File: config.mk
export PLATFORM = sky130hd
export DESIGN_NAME = fb_bank_arbiter
export DESIGN_NICKNAME = d
export VERILOG_FILES = /design/src/rtl/fb_bank_arbiter.sv
export SDC_FILE = /design/constraint.sdc
export NUM_CORES = 1
export LEC_CHECK = 0
export BUFFER_PORTS_ARGS = -buffer_cell sky130_fd_sc_hd__buf_4
export CAP_MARGIN = 20
export CORE_UTILIZATION = 40
export CTS_CLUSTER_DIAMETER = 80
export DETAILED_ROUTE_END_ITERATION = 6
export GPL_ROUTABILITY_DRIVEN = 0
export PLACE_DENSITY = 0.77
export SYNTH_ARGS = -nofsm -noshare
export SYNTH_HDL_FRONTEND = slang
export SYNTH_SLANG_ARGS = --single-unit
File: constraint.sdc
create_clock -name clk -period 1.88 [get_ports clk]
set_clock_uncertainty 0.2 [all_clocks]
set_input_delay 0.188 -clock clk [delete_from_list [all_inputs] [get_ports clk]]
set_output_delay 0.188 -clock clk [all_outputs]
set_load 0.01 [all_outputs]
File: src/rtl/fb_bank_arbiter.sv
// ---------------------------------------------------------------------------
// fb_bank_arbiter
//
// Owns the single-port frame-buffer RAM (two banks of 2^ADDR_BITS pixels) that
// feeds the LED panel scan. The scan reader has absolute priority on the RAM
// slot; a pixel writer fills the back bank in the remaining slots. A bank swap
// is requested by the writer and taken at the next frame boundary. With
// COPY_ON_SWAP=1 the new front bank is then copied into the back bank, so the
// writer can continue with incremental updates.
//
// Ports:
//   clk, reset             pixel clock, asynchronous active-high reset
//   scan_req/scan_addr     scan read request and pixel address (front bank)
//   scan_data/scan_valid   read data (RAM passthrough), valid 1 cycle after req
//   frame_end              pulse from scanner after the last row is latched
//   wr_valid/wr_ready      writer handshake
//   wr_addr/wr_data        writer pixel address (back bank) and data
//   swap_req/swap_done     swap request pulse / swap (and copy) complete pulse
//   front                  bank currently displayed
//   busy                   swap pending or copy in progress
//   mem_*                  RAM interface; mem_rdata valid 1 cycle after address
// ---------------------------------------------------------------------------
module fb_bank_arbiter #(
    parameter int unsigned ADDR_BITS    = 12,
    parameter int unsigned DATA_BITS    = 24,
    parameter bit          COPY_ON_SWAP = 1'b1
) (
    input  logic                 clk,
    input  logic                 reset,
    input  logic                 scan_req,
    input  logic [ADDR_BITS-1:0] scan_addr,
    output logic [DATA_BITS-1:0] scan_data,
    output logic                 scan_valid,
    input  logic                 frame_end,
    input  logic                 wr_valid,
    output logic                 wr_ready,
    input  logic [ADDR_BITS-1:0] wr_addr,
    input  logic [DATA_BITS-1:0] wr_data,
    input  logic                 swap_req,
    output logic                 swap_done,
    output logic                 front,
    output logic                 busy,
    output logic [ADDR_BITS:0]   mem_addr,
    output logic                 mem_we,
    output logic [DATA_BITS-1:0] mem_wdata,
    input  logic [DATA_BITS-1:0] mem_rdata
);

    localparam logic [2:0] ST_WRITE     = 3'd0;
    localparam logic [2:0] ST_SWAP_WAIT = 3'd1;
    localparam logic [2:0] ST_COPY_RD   = 3'd2;
    localparam logic [2:0] ST_COPY_CAP  = 3'd3;
    localparam logic [2:0] ST_COPY_WR   = 3'd4;

    localparam logic [ADDR_BITS-1:0] CNT_LAST = '1;

    logic [2:0]           state_q, state_d;
    logic                 front_q, front_d;
    logic [ADDR_BITS-1:0] cnt_q, cnt_d;
    logic [DATA_BITS-1:0] copy_buf_q, copy_buf_d;
    logic                 scan_valid_q;
    logic                 swap_done_q, swap_done_d;

    always_comb begin
        state_d     = state_q;
        front_d     = front_q;
        cnt_d       = cnt_q;
        copy_buf_d  = copy_buf_q;
        swap_done_d = 1'b0;
        wr_ready    = 1'b0;
        // Scan read is the default owner of the RAM slot.
        mem_addr    = {front_q, scan_addr};
        mem_we      = 1'b0;
        mem_wdata   = wr_data;

        case (state_q)
            ST_WRITE: begin
                wr_ready = !scan_req;
                if (!scan_req && wr_valid) begin
                    mem_addr = {~front_q, wr_addr};
                    mem_we   = 1'b1;
                end
                // frame_end is ignored here, so a swap_req coincident with
                // frame_end waits for the following frame boundary.
                if (swap_req) begin
                    state_d = ST_SWAP_WAIT;
                end
            end
            ST_SWAP_WAIT: begin
                if (frame_end) begin
                    front_d = ~front_q;
                    if (COPY_ON_SWAP) begin
                        state_d = ST_COPY_RD;
                        cnt_d   = '0;
                    end else begin
                        state_d     = ST_WRITE;
                        swap_done_d = 1'b1;
                    end
                end
            end
            ST_COPY_RD: begin
                if (!scan_req) begin
                    mem_addr = {front_q, cnt_q};
                    state_d  = ST_COPY_CAP;
                end
            end
            ST_COPY_CAP: begin
                // Read data for the COPY_RD address arrives now; a scan read
                // issued in this cycle does not disturb it.
                copy_buf_d = mem_rdata;
                state_d    = ST_COPY_WR;
            end
            ST_COPY_WR: begin
                if (!scan_req) begin
                    mem_addr  = {~front_q, cnt_q};
                    mem_we    = 1'b1;
                    mem_wdata = copy_buf_q;
                    if (cnt_q == CNT_LAST) begin
                        state_d     = ST_WRITE;
                        swap_done_d = 1'b1;
                    end else begin
                        cnt_d   = cnt_q + 1'b1;
                        state_d = ST_COPY_RD;
                    end
                end
            end
            default: begin
                state_d = ST_WRITE;
            end
        endcase

        // No RAM writes or writer handshakes while reset is held.
        if (reset) begin
            mem_we   = 1'b0;
            wr_ready = 1'b0;
        end
    end

    always_ff @(posedge clk or posedge reset) begin
        if (reset) begin
            state_q      <= ST_WRITE;
            front_q      <= 1'b0;
            cnt_q        <= '0;
            copy_buf_q   <= '0;
            scan_valid_q <= 1'b0;
            swap_done_q  <= 1'b0;
        end else begin
            state_q      <= state_d;
            front_q      <= front_d;
            cnt_q        <= cnt_d;
            copy_buf_q   <= copy_buf_d;
            scan_valid_q <= scan_req;
            swap_done_q  <= swap_done_d;
        end
    end

    assign scan_data  = mem_rdata;
    assign scan_valid = scan_valid_q;
    assign swap_done  = swap_done_q;
    assign front      = front_q;
    assign busy       = (state_q != ST_WRITE);

endmodule

==> impl_metrics.json, run 1 <==
{
  "synth_compound_area_share_pct": 13.08,
  "cp_max_fo": 12,
  "drive_gt1_share_pct": 63.79,
  "worstSetupStartpointType": "register",
  "synth_top_family_by_area": "multiplexers",
  "synth_area_leaders": "dfrtp_1, mux2_2, buf_4",
  "grt_start_max_net_pins": 34,
  "cts_max_level": 2,
  "core-area_um2": 6026,
  "clock_sinks": 42,
  "via_per_inst": 5.366,
  "fin_total_pwr_mw": 4.379,
  "cellPowerDensity_nw_per_um2": 970.3,
  "dieArea_um2": 6711,
  "cts_root_buf": "clkbuf_8",
  "hold_start": "frame_end",
  "critPathCaptureType": "primary output",
  "status": "finished with violations",
  "place_inst": 449,
  "syn_avg_cell_area_um2": 10.87,
  "wl_per_cell_um": 16.50,
  "drtIter0Drc": 185,
  "synth_area_um2": 2555,
  "synth_top_cell_by_area": "dfrtp_1",
  "path_buf_inv": 2,
  "hold_path_class": "primary input to register",
  "io_pins": 145,
  "setup_viol": 53,
  "port_buffers": 144,
  "routed_wl_um": 8118,
  "synth_cell_type_count": 43,
  "cp_top_family": "simple AND/OR/NAND/NOR gates",
  "area_growth_pct": 76.64,
  "leakagePower_nw": 2.177,
  "vdd_ir_drop_max_uv": 641.5,
  "groute.usage.overall_pct": 24.69,
  "rsz0062_at_grt": "true",
  "grt_pass1_vias": 2544,
  "crit_type": "register to primary output",
  "synthMuxAreaShare_pct": 21.60,
  "synth-seq-cells": 42,
  "slew_viol_final": 0,
  "die_w_um": 81.92,
  "cp-startpoint": "state_q[0]",
  "nets": 495,
  "synth-xor-area-share_pct": 1.028,
  "yosysMostFrequentCell": "mux2_2",
  "path_cells": "or4b_4 > buf_12 > mux2_2 > buf_4",
  "slowest_delay_ns": 0.59,
  "crit_required_ns": 1.49,
  "drtAntennaViolNets": 0,
  "numCtsBuffers": 5,
  "max-slew-margin-rel_pct": 74.14,
  "fmax_mhz": 435.9,
  "cts_buffer_depth": 2,
  "slowest_stage": "or4b_4",
  "cts_tree": "built",
  "start_util_pct": 42.40,
  "worstSkewPairLatency_ns": 0.30,
  "n_fill_cell": 392,
  "failed_checks": "negative setup slack",
  "r2r_start": "state_q[0]",
  "synthFlopType": "dfrtp_1",
  "first_pass_iters": 5,
  "rrSetupSlack_ns": -0.26,
  "grt_pass1_wl_um": 12290,
  "synth-warning-count": 0,
  "synth_fp_nets": 314,
  "setup_ws_ns": -0.4143,
  "synth_commonest_cells": "mux2_2, dfrtp_1, buf_4, inv_1, a222oi_1",
  "grt_overflow_total": 0,
  "synthCells": 235,
  "arrival_ns": 1.91,
  "drc": 0,
  "vias": 2640,
  "synth_edf_count": 0,
  "antenna_found_initial": 0,
  "n_antenna_cell": 0,
  "num_rows": 28,
  "seq_area_frac_synth_pct": 41.14,
  "synth_top_area_share_pct": 41.14,
  "post-route-period-util_pct": 122.0,
  "tightest_slew_ns": 0.3856,
  "instances_no_fill": 492,
  "async_reset_ff_share_pct": 100.0,
  "synth_fa_ha_area_share_pct": 0.4897,
  "post-route-min-period_ns": 2.294,
  "die-height_um": 81.92,
  "cts.clk_slew.worst_paths_ns": 0.08,
  "drv_cap": 0,
  "place_ws_ns": -0.1048,
  "hold_viol": 0,
  "dp_hpwl_um": 5234,
  "synthSimpleGateAreaFrac_pct": 11.02
}
==> what timing repair did <==
| action | 4_1_cts | 5_1_grt |
|---|---|---|
| gates cloned | 1 | 0 |
| pin swaps | 14 | 8 |
| buffers inserted | 7 | 2 |
| resized for setup | 43 | 31 |
| setup endpoints to repair | 49 | 54 |
| hold endpoints to repair | 67 | 0 |
| hold buffers | 26 | 0 |
==> state kept, by name (all words and copies together) (netlist names) <==
register    flops
cnt_q          12
copy_buf_q     24
scan_valid      1
front           1
swap_done       1
state_q         3
==> logic make-up (layout without fill, tap and decap cells) <==
logic type,Yosys count,count (layout)
buffers and inverters,52,234
AND/OR/NAND/NOR,50,50
multiplexers,49,49
flip-flops,42,42
AO/OA/AOI/OAI,38,38
XOR/XNOR,3,3
adder cells (fa/ha/maj),1,1
==> routing by layer <==
| metal | GRT usage [%] | part of all wire (%) |
|---|---|---|
| met3 | 4.333 | 8.0 |
| met4 | 9.474 | 1.8 |
| met2 | 45.12 | 52 |
| met1 | 28.33 | 38 |
| met5 | 0 | 0 |
==> where the power goes <==
part	internal (mW)	switching, mW	leakage [nW]	total, mW
Sequential	1.23	0.197	0.521	1.43
Clock	0.297	0.317	0.0482	0.613
Combinational	1.36	0.979	1.61	2.34
Total	2.89	1.49	2.18	4.38
==> placed cells by master, fill, tap and decap left out, types with 2 or more instances in the layout <==
cell	instances
dfrtp_1	41
a21oi_1	3
nand2b_1	4
a31oi_1	4
mux2_2	48
buf_12	4
o311a_1	2
o211ai_1	2
nand3_1	4
and4_1	2
nor2_1	7
buf_6	45
nor3b_2	2
o2bb2ai_2	2
nor3_4	2
dlygate4sd3_1	26
clkbuf_8	6
xor2_1	2
nor3b_1	2
nor2_4	2
a221o_1	2
inv_1	13
a222oi_1	12
nand2_1	8
buf_4	137
nand4_1	2
or3_4	2
nor3_1	4
==> worst reg2reg max path, stage by stage (launching register included) <==
cell and delay, ns:
dfrtp_1 0.39, or4b_4 0.59, buf_6 0.17, buf_6 0.12, or4_1 0.47, o211ai_1 0.11
==> metrics by stage <==
stage / utilization (%) / setup TNS [ns] / cell area, µm² / hold WS, ns
4_1_cts: 72.53 / -14.46 / 4370 / 0.03077
3_3_place_gp: 62.89 / -1.795 / 3790 / -0.04328
5_1_grt: 74.90 / -18.67 / 4513 / 0.07683
2_1_floorplan: - / -1.266 / 2594 / 0.01943
6_report: 74.90 / -15.38 / 4513 / 0.03435
3_5_place_dp: 62.89 / -2.455 / 3790 / -0.04163
==> final cells by class <==
| cell class | instances | area (µm²) | share of cell area (%) |
|---|---|---|---|
| Sequential cell | 42 | 1052 | 23.32 |
| Clock inverter | 1 | 5.005 | 0.1109 |
| Inverter | 14 | 52.55 | 1.164 |
| Timing Repair Buffer | 212 | 1876 | 41.56 |
| Multi-Input combinational cell | 141 | 1348 | 29.86 |
| Clock buffer | 7 | 86.33 | 1.913 |
| Tap cell | 75 | 93.84 | 2.079 |
==> path summary, 6_finish.rpt <==
kind / depth (start not counted) / end
min reg2reg: 1 / copy_buf_q[19]
max reg2reg: 5 / cnt_q[7]
max in group asynchronous: 4 / state_q[2]
min in group asynchronous: 3 / cnt_q[9]
max: 4 / mem_wdata[9]
min: 4 / state_q[0]
(Power assumes the default switching activity.)
==> run 2, diff against run 1 <==
Settings changed: MAX_ROUTING_LAYER set to met4.
==> impl_metrics.json, run 2 (synthesis gave the netlist of run 1 again) <==
{
  "cts.clk_slew.worst_paths_ns": 0.08,
  "routed_wl_um": 8339,
  "hold_viol": 0,
  "grt_overflow_total": 0,
  "slowest_stage": "or4b_4",
  "finalInstanceArea_um2": 4546,
  "n_antenna_cell": 0,
  "groute.usage.overall_pct": 25.41,
  "slowest_delay_ns": 0.61,
  "worstSetupStartpointType": "register",
  "grt_pass1_vias": 2549,
  "critPathCaptureType": "primary output",
  "die-height_um": 81.92,
  "crit_type": "register to primary output",
  "grt_pass1_wl_um": 12280,
  "top_regs": "copy_buf_q: 24 flops, cnt_q: 12 flops, state_q: 3 flops",
  "io_pins": 145,
  "setup_viol": 53,
  "core-area_um2": 6026,
  "first_pass_iters": 4,
  "num_rows": 28,
  "worstSkewPairLatency_ns": 0.30,
  "drc": 0,
  "cts_tree": "built",
  "path_buf_inv": 2,
  "wl_per_cell_um": 16.91,
  "port_buffers": 144,
  "cts_root_buf": "clkbuf_8",
  "clock_sinks": 42,
  "place_ws_ns": -0.1048,
  "cp_top_family": "simple AND/OR/NAND/NOR gates",
  "drtAntennaViolNets": 0,
  "final_cell_mix": "buf_4, mux2_2, buf_6",
  "area_growth_pct": 77.91,
  "path_cells": "or4b_4 > buf_12 > mux2_2 > buf_4",
  "tightest_slew_ns": 0.3860,
  "post-route-period-util_pct": 122.7,
  "numCtsBuffers": 5,
  "rsz0062_at_grt": "true",
  "dp_hpwl_um": 5234,
  "vias": 2642,
  "largest_register_ff_count": 24,
  "post-route-min-period_ns": 2.307,
  "arrival_ns": 1.92,
  "hold_ws_ns": 0.03036,
  "cellPowerDensity_nw_per_um2": 969.6,
  "drive_gt1_share_pct": 63.88,
  "setup_ws_ns": -0.4273,
  "hold_path_class": "primary input to register",
  "die_w_um": 81.92,
  "leakagePower_nw": 2.194,
  "vdd_ir_drop_max_uv": 645.7,
  "placed_cell_area_um2": 3790,
  "final_common_cell": "buf_4",
  "drv_cap": 0,
  "failed_checks": "negative setup slack",
  "cp_max_fo": 6,
  "slew_viol_final": 0,
  "dieArea_um2": 6711,
  "drtIter0Drc": 153,
  "status": "finished with violations",
  "place_inst": 449,
  "instances_no_fill": 493,
  "nets": 496,
  "via_per_inst": 5.359,
  "rrSetupSlack_ns": -0.29,
  "max-slew-margin-rel_pct": 74.11,
  "crit_required_ns": 1.49,
  "antenna_found_initial": 0,
  "largest_register": "copy_buf_q",
  "fmax_mhz": 433.4,
  "cts_max_level": 2,
  "cts_buffer_depth": 2,
  "start_util_pct": 42.40,
  "grt_start_max_net_pins": 34
}
[run 2: worst paths after layout]
path | start | to | cells after the start
setup / recovery | state_q[0] | mem_wdata[9] | 4
hold / removal | frame_end | state_q[0] | 4
setup reg to reg | state_q[0] | cnt_q[7] | 5
hold reg to reg | copy_buf_q[19] | copy_buf_q[19] | 1
max in group asynchronous | reset | state_q[2] | 4
min in group asynchronous | reset | front | 3
[run 2: through the flow]
step | TNS (ns) | utilization, % | power [mW]
2_1_floorplan | -1.266 | - | 2.478
3_3_place_gp | -1.795 | 62.89 | 3.193
3_5_place_dp | -2.455 | 62.89 | 3.257
4_1_cts | -14.46 | 72.53 | 4.158
5_1_grt | -19.85 | 75.44 | 4.652
6_report | -16.59 | 75.44 | 4.407
[run 2: power by group]
group	internal (mW)	leakage (nW)	total, mW	switching, mW
Sequential	1.23	0.521	1.43	0.199
Combinational	1.37	1.62	2.36	0.989
Clock	0.297	0.0482	0.615	0.318
Total	2.90	2.19	4.41	1.51
[run 2: tightest hold or removal path, cell delays in order]
cell and delay [ns]:
buf_4 0.08, nor2_1 0.03, a21oi_1 0.13, nor2_1 0.06
[run 2: what timing repair did]
item	4_1_cts	5_1_grt
gates resized for setup	43	33
hold endpoints to repair	67	0
hold buffers	26	0
setup endpoints to repair	49	54
setup buffers	7	2
gates cloned	1	1
pin swaps	14	8
[run 2: layer usage]
| layer | track usage (%) | part of all wire, % | up-vias |
|---|---|---|---|
| li1 | - | - | 1210 |
| met1 | 28.96 | 39 | 1297 |
| met2 | 45.04 | 52 | 123 |
| met3 | 3.444 | 7.0 | 12 |
| met4 | 9.474 | 1.6 | 0 |
| met5 | - | 0 | - |
[run 2: layout make-up]
class / instances / area [µm²]
clock buffer: 7 / 86.33
timing repair buffer: 213 / 1908
tap: 75 / 93.84
inverter: 14 / 52.55
multi-input combinational: 141 / 1348
clock inverter: 1 / 5.005
fill: 391 / 1480
sequential: 42 / 1052
